===== config.mk =====
export PLATFORM = sky130hd
export DESIGN_NAME = rc_sequencer
export DESIGN_NICKNAME = d
export VERILOG_FILES = /design/src/rtl/rc_pkg.sv /design/src/rtl/rc_rr_arbiter.sv /design/src/rtl/rc_sequencer.sv
export SDC_FILE = /design/constraint.sdc
export NUM_CORES = 1
export LEC_CHECK = 0
export CAP_MARGIN = 25
export CORE_ASPECT_RATIO = 1.75
export CORE_UTILIZATION = 42
export DETAILED_ROUTE_END_ITERATION = 6
export PLACE_DENSITY = 0.87
export SLEW_MARGIN = 30
export SYNTH_ARGS = -nofsm -noshare
export SYNTH_HDL_FRONTEND = slang
export SYNTH_HIERARCHICAL = 1
export SYNTH_SLANG_ARGS = --single-unit

===== constraint.sdc =====
create_clock -name clock -period 1.87 [get_ports clock]
set_input_delay 0.4675 -clock clock [delete_from_list [all_inputs] [get_ports clock]]
set_output_delay 0.4675 -clock clock [all_outputs]
set_load 0.02 [all_outputs]

===== src/rtl/rc_pkg.sv =====
// Shared state encoding, default segment geometry and address helper for the
// reconfiguration sequencer.
package rc_pkg;

  typedef enum logic [2:0] {
    IDLE,
    START,
    WAIT,
    SETTLE,
    ERR
  } rc_state_e;

  localparam logic [31:0] DEF_SEG_STRIDE      = 32'h20;
  localparam int unsigned DEF_SEG_SIZE        = 16;
  localparam int unsigned DEF_SBT_HEADER_SIZE = 16;

  // Segments are laid out RR-major: all RMs of RR0, then all RMs of RR1, ...
  function automatic logic [31:0] seg_addr(input logic [31:0] rr,
                                           input logic [31:0] rm,
                                           input logic [31:0] num_rm,
                                           input logic [31:0] stride);
    return (rr * num_rm + rm) * stride;
  endfunction

endpackage


===== src/rtl/rc_rr_arbiter.sv =====
// Combinational round-robin pick: first asserted request at or after ptr,
// wrapping around.
module rc_rr_arbiter #(
  parameter int unsigned N  = 2,
  parameter int unsigned IW = (N > 1) ? $clog2(N) : 1
) (
  input  logic [N-1:0]  req,
  input  logic [IW-1:0] ptr,
  output logic [IW-1:0] grant,
  output logic          any_req
);

  logic [IW-1:0] idx;

  always_comb begin
    grant   = '0;
    any_req = 1'b0;
    idx     = '0;
    for (int unsigned i = 0; i < N; i++) begin
      idx = IW'((32'(ptr) + i) % N);
      if (!any_req && req[idx]) begin
        any_req = 1'b1;
        grant   = idx;
      end
    end
  end

endmodule


===== src/rtl/rc_sequencer.sv =====
// Reconfiguration sequencer: loads the requested RM into each mismatched RR via
// icapi, one RR per pass in round-robin order, with isolation and RR reset.
module rc_sequencer
  import rc_pkg::*;
#(
  parameter int unsigned NUM_RR          = 2,
  parameter int unsigned NUM_RM          = 2,
  parameter int unsigned RM_W            = $clog2(NUM_RM),
  parameter logic [31:0] SEG_STRIDE      = DEF_SEG_STRIDE,
  parameter int unsigned SEG_SIZE        = DEF_SEG_SIZE,
  parameter int unsigned SBT_HEADER_SIZE = DEF_SBT_HEADER_SIZE,
  parameter int unsigned TIMEOUT         = 1024
) (
  input  logic                   clock,
  input  logic                   rst_n,
  input  logic [NUM_RR*RM_W-1:0] req_sel,
  output logic                   rc_start,
  output logic                   rc_bop,
  output logic [31:0]            rc_baddr,
  output logic [31:0]            rc_bsize,
  input  logic                   rc_done,
  output logic [NUM_RR-1:0]      isolate,
  output logic [NUM_RR-1:0]      rr_rst,
  output logic [NUM_RR*RM_W-1:0] rm_loaded,
  output logic [NUM_RR-1:0]      loaded_valid,
  output logic                   busy,
  output logic                   err,
  input  logic                   err_clr
);

  localparam int unsigned RR_W = (NUM_RR > 1) ? $clog2(NUM_RR) : 1;
  localparam int unsigned TC_W = $clog2(TIMEOUT + 1);

  rc_state_e       state, state_nxt;
  logic [RR_W-1:0] cur_rr, rr_ptr, grant;
  logic [RM_W-1:0] cur_rm, grant_rm;
  logic [TC_W-1:0] tcnt;
  logic [NUM_RR-1:0] mismatch;
  logic            any_req;
  logic            tmo;

  // Out-of-range requests are never treated as mismatches.
  always_comb begin
    mismatch = '0;
    for (int unsigned i = 0; i < NUM_RR; i++) begin
      if (32'(req_sel[i*RM_W +: RM_W]) < NUM_RM)
        mismatch[i] = !loaded_valid[i] ||
                      (rm_loaded[i*RM_W +: RM_W] != req_sel[i*RM_W +: RM_W]);
    end
  end

  rc_rr_arbiter #(.N(NUM_RR), .IW(RR_W)) u_arb (
    .req     (mismatch),
    .ptr     (rr_ptr),
    .grant   (grant),
    .any_req (any_req)
  );

  assign grant_rm = req_sel[grant*RM_W +: RM_W];
  assign tmo      = (tcnt == TC_W'(TIMEOUT - 1));
  assign rc_bop   = 1'b1;
  assign busy     = (state != IDLE);

  always_ff @(posedge clock or negedge rst_n) begin
    if (!rst_n) state <= IDLE;
    else        state <= state_nxt;
  end

  always_comb begin
    state_nxt = state;
    unique case (state)
      IDLE:    if (any_req) state_nxt = START;
      START:   state_nxt = WAIT;
      WAIT:    if (rc_done) state_nxt = SETTLE;
               else if (tmo) state_nxt = ERR;
      SETTLE:  state_nxt = IDLE;
      ERR:     if (err_clr) state_nxt = IDLE;
      default: state_nxt = IDLE;
    endcase
  end

  always_ff @(posedge clock or negedge rst_n) begin
    if (!rst_n) begin
      rc_start     <= 1'b0;
      rc_baddr     <= '0;
      rc_bsize     <= '0;
      isolate      <= '1;
      rr_rst       <= '0;
      rm_loaded    <= '0;
      loaded_valid <= '0;
      err          <= 1'b0;
      rr_ptr       <= '0;
      cur_rr       <= '0;
      cur_rm       <= '0;
      tcnt         <= '0;
    end else begin
      rc_start <= 1'b0;
      rr_rst   <= '0;
      unique case (state)
        IDLE: begin
          isolate <= ~loaded_valid;
          // Outputs are registered one edge early so they are valid throughout START.
          if (any_req) begin
            cur_rr          <= grant;
            cur_rm          <= grant_rm;
            isolate[grant]  <= 1'b1;
            rc_start        <= 1'b1;
            rc_baddr        <= seg_addr(32'(grant), 32'(grant_rm), NUM_RM, SEG_STRIDE);
            rc_bsize        <= 32'(SEG_SIZE + SBT_HEADER_SIZE);
            tcnt            <= '0;
          end
        end
        START: loaded_valid[cur_rr] <= 1'b0;
        WAIT: begin
          tcnt <= tcnt + 1'b1;
          if (rc_done)  rr_rst[cur_rr] <= 1'b1;
          else if (tmo) err <= 1'b1;
        end
        SETTLE: begin
          rm_loaded[cur_rr*RM_W +: RM_W] <= cur_rm;
          loaded_valid[cur_rr]           <= 1'b1;
          rr_ptr <= (cur_rr == RR_W'(NUM_RR - 1)) ? '0 : cur_rr + 1'b1;
        end
        ERR: if (err_clr) err <= 1'b0;
        default: ;
      endcase
    end
  end

endmodule


==> metrics.cfg, run 1 <==
[die]
io_pins=82
die_w_um=52.33
initial_core_util_pct=44.44
fp-row-count=31
die_h_um=90.08
fp.dieArea_um2=4714
core-area_um2=4189

[sta]
setup_violations=0
post-route-min-period_ps=1828
fmax_mhz=546.9
rsz0062_at_grt=false
hold_violations=0
slew_violations=0
finalCritPeriodShare_pct=97.77
finClkSkew_ps=5.209

[synthesis]
synth_area_leaders=dfrtp_1 (35%), buf_4 (26%), nand2_1 (3.0%)
synth_top_family_by_area=buffers and inverters
ys_warn_count=6
yosysTopAreaCell=dfrtp_1
synth-compound-area-share_pct=11.02
synth-simple-area-share_pct=14.65
synthCells=190
synthDistinctLibCells=45
synth.mux.area_fraction_pct=4.503
avgSynthCellArea_um2=9.799
syn-cell-area_um2=1862
synth-edff-count=0
yosysSeqAreaShare_pct=37.77
synth-xor-area-share_pct=1.411
ys.flop_type=dfrtp_1
synth_adder_area_share_pct=0.6720
yosysTopAreaCellShare_pct=34.95
synthArstFlopShare_pct=100.0
ys_ff_latch=28

[status]
status=finished, final reports clean

[placed_design]
dp_hpwl_mm=2.409
gp_congestion=0.8740
dpl.cell_count=263
portBuffers=19

[layout]
drive_above_1_share_pct=15.60
fill_cells=389
fin_nets=226
stdcell_count=267
syn_to_final_growth_pct=5.645
num_antenna_cells=0
final_util_pct=46.95

[setup_path]
cp-endpoint=busy
path_depth=3
crit_buf_inv=2
end_kind=output pin
reg2reg_from=rm_loaded[1]
cpPeakStageDelay_ps=440
crit_family=flip-flops
critical_path_required_ps=1400
start_kind=flop
r2r-end=tcnt[5]
rr_worst_depth=7
crit_chain=nor3_2 -> inv_1 -> dlygate4sd2_1
cpMaxStageDelayCell=dfrtp_1
cp-startpoint=state[2]
critPathKind=flop to output pin
worst-r2r-setup-slack_ps=100
cp.arrival_ps=1360
crit_fanout=5

[clock_tree]
insertion_delay_ps=280
cts_tree=done
cts_setup_buffers=0
root_buffer=clkbuf_8
cts_max_path_buffers=2
clock-sinks=28
clkTransAtPathRegs_ps=90
htreeDepth=1
numCtsBuffers=3

[detailed_routing]
drc_errors=0
ant_nets=0
wire_per_inst_um=11.76
wl_mm=3.140
vias=1246
vias_per_cell=4.667
drtIter0Drc=22
drt_first_pass_iters=4

[run]
drv_cap=0

[global_route]
grt_antenna_before_repair=0
grt_pass1_wl_mm=5.230
grt_pass1_vias=1109
grt_util_all_layers_pct=14.80
gr-total-overflow=0
grt_max_degree=29

[power_and_ir_drop]
leakage_uw=0.0009481
power_density_nw_per_um2=1301
vdd_drop_max_v=0.0005558

[hold_path]
hold_path_class=flop to flop

power breakdown:
group	internal, µW	switching (µW)	leakage (µW)
Combinational	566	739	0.000569
Sequential	770	143	0.000357
Clock	153	186	0.0000228
cell families after synthesis:
group                      count (synthesis)
xor gates and xnor gates                   3
muxes                                      8
AOI/OAI and AO/OA                         25
other                                      2
buffers and inverters                     75
and+or+nand+nor                           48
adders and majority gates                  1
DFF                                       28
sequential cells by signal, indices dropped and copies added, names as in the netlist, named ones only:
register and flops:
tcnt 11, state 3, isolate 2, rc_baddr 2, rm_loaded 2, rr_rst 2, err 1, rc_bsize 1
rc_start 1, rr_ptr 1
synthesized netlist by cell type, types with 2 or more instances:
master and n:
nor4_2 2, inv_1 4, dfstp_2 2, a22o_1 2
buf_2 2, mux2i_1 5, nor2_1 7, conb_1 2
nor3_1 3, xnor2_1 3, nand2_1 15, dfrtp_1 26
o41ai_2 2, o21ai_0 5, buf_4 65, buf_6 3
nand3_1 7, mux2_2 2, o2bb2ai_1 2, o211ai_1 2
o311ai_1 2, a31oi_1 2, nand2b_1 3
stage by stage:
step           area, µm²  power, µW  hold slack (ps)  setup WS [ps]  setup TNS, ps
5_1_grt             1967       2731            513.9          2.141              0
2_1_floorplan       2087       1851            171.9          47.25              0
4_1_cts             1966       2567            488.4          38.16              0
3_3_place_gp        1919       2174            459.2         -379.7          -4077
3_5_place_dp        1919       2226            469.8         -441.7          -4700
6_report            1967       2558            483.2          41.67              0
layer usage:
layer	vias to the layer above	track usage, %	routed length (µm)
met5	-	0	0
li1	571	-	-
met2	71	26.79	1712
met3	8	2.369	188
met1	596	14.78	1136
met4	0	8.553	103
layout by cell type (no fill, tap or decap), types with 2 or more instances in the layout:
master / count
mux2i_1: 5
nand2_1: 15
o311ai_1: 2
clkdlybuf4s50_1: 14
inv_1: 4
nand2b_1: 3
dfrtp_1: 25
o211ai_1: 2
mux2_2: 2
xnor2_1: 3
dfstp_2: 2
a22o_1: 2
o41ai_2: 2
clkbuf_8: 3
a31oi_1: 2
nor3_1: 2
nor2_1: 7
nor4_2: 2
nand3_1: 7
dlygate4sd2_1: 5
buf_4: 15
o2bb2ai_1: 2
o21ai_0: 5
conb_1: 62
final cells by class:
cell class / instances / area (µm²) / share of cell area, %
well taps: 49 / 61.31 / 3.117
inverters: 5 / 21.27 / 1.081
multi-input cells: 147 / 838.3 / 42.62
clock buffers: 4 / 45.04 / 2.290
repair buffers: 34 / 296.5 / 15.08
flip-flops and latches: 28 / 704.4 / 35.81
worst min-delay path by stage:
stage                     cells after the start  startpoint  slack (ps)                    endpoint
after global routing                          1      rr_ptr         510                      rr_ptr
after CTS                                     1        flop         490                  isolate[1]
after global placement                        1        flop         460                  isolate[1]
after detailed placement                      1      rr_ptr         470                      rr_ptr
after floorplan                               0       rst_n         170  asynchronous set/reset pin
final                                         1    tcnt[10]         480                    tcnt[10]
timing repair:
item / CTS / global route
resized for setup: 7 / 1
pin swaps: 0 / 1
hold buffers: 0 / 0
endpoints found under the setup margin: 14 / 2
Note: power is estimated with default switching activity, not from simulation.
==> inputs of run 2 (changes only) <==
SYNTH_HIERARCHICAL = default   (was 1)
==> run 2 against run 1 <==
  * Clock power is 41% higher
  * Critical endpoint unchanged
  * Die area is 0.72% lower
  * Final cell count is 5.2% higher
  * Highest routed layer unchanged
  * Sequential power is 8.3% higher
  * Cell area is 2.9% higher
  * Power is 9.2% higher
==> metrics.cfg, run 2 <==
[clock_tree]
cts_tree=done
root_buffer=clkbuf_8
cts_setup_buffers=0  ; unchanged
insertion_delay_ps=280  ; about the same
htreeDepth=1  ; unchanged
post_cts_resized=5  ; -2
numCtsBuffers=3  ; unchanged
clock-sinks=28  ; unchanged
cts_max_path_buffers=2  ; unchanged
hold_buffers=0  ; unchanged
clkTransAtPathRegs_ps=100  ; about the same

[sta]
post-route-min-period_ps=1806  ; -22.51 ps
tightest_slew_ps=484.5
rsz0062_at_grt=true
finClkSkew_ps=8.885  ; +3.676 ps
whs_ps=474.0  ; -9.219 ps
finalCritPeriodShare_pct=96.57  ; -1.2 points
max_slew_margin_pct=66.86
fin_tns_setup_ps=0  ; unchanged
fmax_mhz=553.8  ; +1.2%
hold_violations=0  ; unchanged
setup_violations=0  ; unchanged
slew_violations=0  ; unchanged

[setup_path]
cp.arrival_ps=1340  ; -20 ps
worst-r2r-setup-slack_ps=100  ; about the same
critPathKind=flop to output pin
critical_path_required_ps=1400  ; about the same
r2r-end=tcnt[10]
cp-endpoint=busy
end_kind=output pin
crit_fanout=7  ; +2
start_kind=flop
cpMaxStageDelayCell=dfrtp_2
reg2reg_from=state[2]
cp-startpoint=state[1]
cpPeakStageDelay_ps=470  ; +30 ps
rr_worst_depth=5  ; -2
crit_chain=nor3_4 -> inv_2 -> dlygate4sd2_1

[synthesis]
yosysTopAreaCell=dfrtp_1
yosysSeqAreaShare_pct=38.05  ; +0.28 points
ys_ff_latch=28  ; unchanged
ys_warn_count=0  ; -6
ys.flop_type=dfrtp_1
yosysTopAreaCellShare_pct=35.21  ; +0.26 points
synthDistinctLibCells=49  ; +8.9%
synthCells=200  ; +5.3%
synthTopCellsByCount=buf_4 (64), dfrtp_1 (26), nand2_1 (18), o21ai_0 (9), nor2_1 (7)
yosysMostFrequentCell=buf_4
synth_area_leaders=dfrtp_1 (35%), buf_4 (26%), nand2_1 (3.7%)
synth-edff-count=0  ; unchanged
syn-cell-area_um2=1848  ; -0.74%
synthArstFlopShare_pct=100.0  ; unchanged
avgSynthCellArea_um2=9.240  ; -5.7%

[detailed_routing]
wire_per_inst_um=11.12  ; -5.4%
drt_first_pass_iters=4  ; unchanged
drtIter0Drc=52  ; +140%
vias_per_cell=4.669  ; about the same
routed.top_layer=met4
wl_met2_mm=1.685  ; -1.6%
wl_met1_mm=1.224  ; +7.7%
wl_mm=3.125  ; -0.48%
vias=1312  ; +5.3%
drc_errors=0  ; unchanged
ant_nets=0  ; unchanged
wl_met3_um=184  ; -2.1%

[layout]
largest_reg_flops=11  ; unchanged
final_util_pct=48.33  ; +1.4 points
reg.largest.list=tcnt: 11 flops, state: 3 flops
top_register=tcnt
num_antenna_cells=0  ; unchanged
syn_to_final_growth_pct=9.546
drive_above_1_share_pct=15.09  ; -0.51 points
fin_nets=240  ; +6.2%
mostFrequentLayoutCell=conb_1
mostFrequentLayoutCells=conb_1 (62), dfrtp_1 (25), nand2_1 (18)

[die]
die_w_um=52.14  ; -0.36%
core-area_um2=4189  ; unchanged
die_h_um=89.75  ; -0.36%
fp-row-count=31  ; unchanged
fp.dieArea_um2=4680  ; -0.72%
io_pins=82  ; unchanged
initial_core_util_pct=44.12  ; -0.33 points

[run]
drv_cap=0  ; unchanged

[hold_path]
min_from=rc_bsize[5]
holdPathStages=1  ; unchanged
hold_path_class=flop to flop

[placed_design]
portBuffers=19  ; unchanged
dp_hpwl_mm=2.400  ; -0.38%
gp_congestion=0.8583  ; -1.8%

[global_route]
grt_pass1_vias=1109  ; unchanged
grt_antenna_before_repair=0  ; unchanged
grt_max_degree=29  ; unchanged
gr-total-overflow=0  ; unchanged
grt_pass1_wl_mm=5.057  ; -3.3%
grt_util_all_layers_pct=14.09  ; -0.70 points

[power_and_ir_drop]
leakage_uw=0.001028  ; +8.4%
vdd_drop_max_v=0.0006988  ; +26%
power_density_nw_per_um2=1379  ; +6.1%

[status]
status=finished, final reports clean

## run 2: changes by cell type in the layout (fill, tap and decap cells not counted), moves of 3 or more
cell,delta
o21ai_0,+4
nor4_1,+3
a21oi_1,+3
mux2i_1,-4
nor2b_1,+3
a211o_1,+3
nand2_1,+3
## run 2: layout make-up
| class | count | area [µm²] |
|---|---|---|
| fillers | 415 | 2165 |
| multi-input cells | 161 | 865.8 |
| flip-flops and latches | 28 | 704.4 |
| repair buffers | 35 | 306.5 |
| well taps | 49 | 61.31 |
| clock buffers | 3 | 41.29 |
| clock inverters | 1 | 30.03 |
| inverters | 4 | 15.01 |
## run 2: stage by stage
stage	setup WS, ps	std cells	cell area, µm²	power (µW)
after global routing	-2.494	281	2024	3004
after floorplan	248.1	260	2073	1909
final	64.19	281	2024	2792
after global placement	-98.14	277	1949	2324
after detailed placement	-233.2	277	1949	2360
after CTS	11.26	281	2014	2799
## run 2: layer usage
| metal | track usage [%] | vias to the layer above |
|---|---|---|
| li1 | - | 623 |
| met1 | 17.08 | 605 |
| met2 | 25.21 | 80 |
| met3 | 1.015 | 4 |
| met4 | 4.605 | 0 |
| met5 | 0 | - |
## run 2: how the worst min path moves through the flow
| stage | end | slack (ps) |
|---|---|---|
| 2_1_floorplan | asynchronous set/reset pin | 170 |
| 3_3_place_gp | rc_bsize[5] | 450 |
| 3_5_place_dp | rc_bsize[5] | 460 |
| 4_1_cts | rc_bsize[5] | 480 |
| 5_1_grt | rc_bsize[5] | 530 |
| 6_report | rc_bsize[5] | 470 |
## run 2: cells by family (layout without fill, tap and decap cells)
group	Yosys count	count (layout)	share of synthesized area (%)
buffers and inverters	71	43	27.62
multiplexers	4	4	2.370
XOR/XNOR	4	4	1.896
flip-flops	28	28	38.05
AO/OA/AOI/OAI	29	29	11.04
other	2	62	0.4064
adder cells (fa/ha/maj)	1	1	0.6769
AND/OR/NAND/NOR	61	61	17.94
## run 2: where the power goes
| group | switching [µW] | internal (µW) |
|---|---|---|
| clock | 194 | 287 |
| sequential | 197 | 792 |
| combinational | 738 | 584 |
| total | 1130 | 1660 |
## run 2: critical path: cells and delay by family (launching register included)
family        cells  cell delay [ps]
buf+inv           2              370
flops             1              470
simple gates      1              220
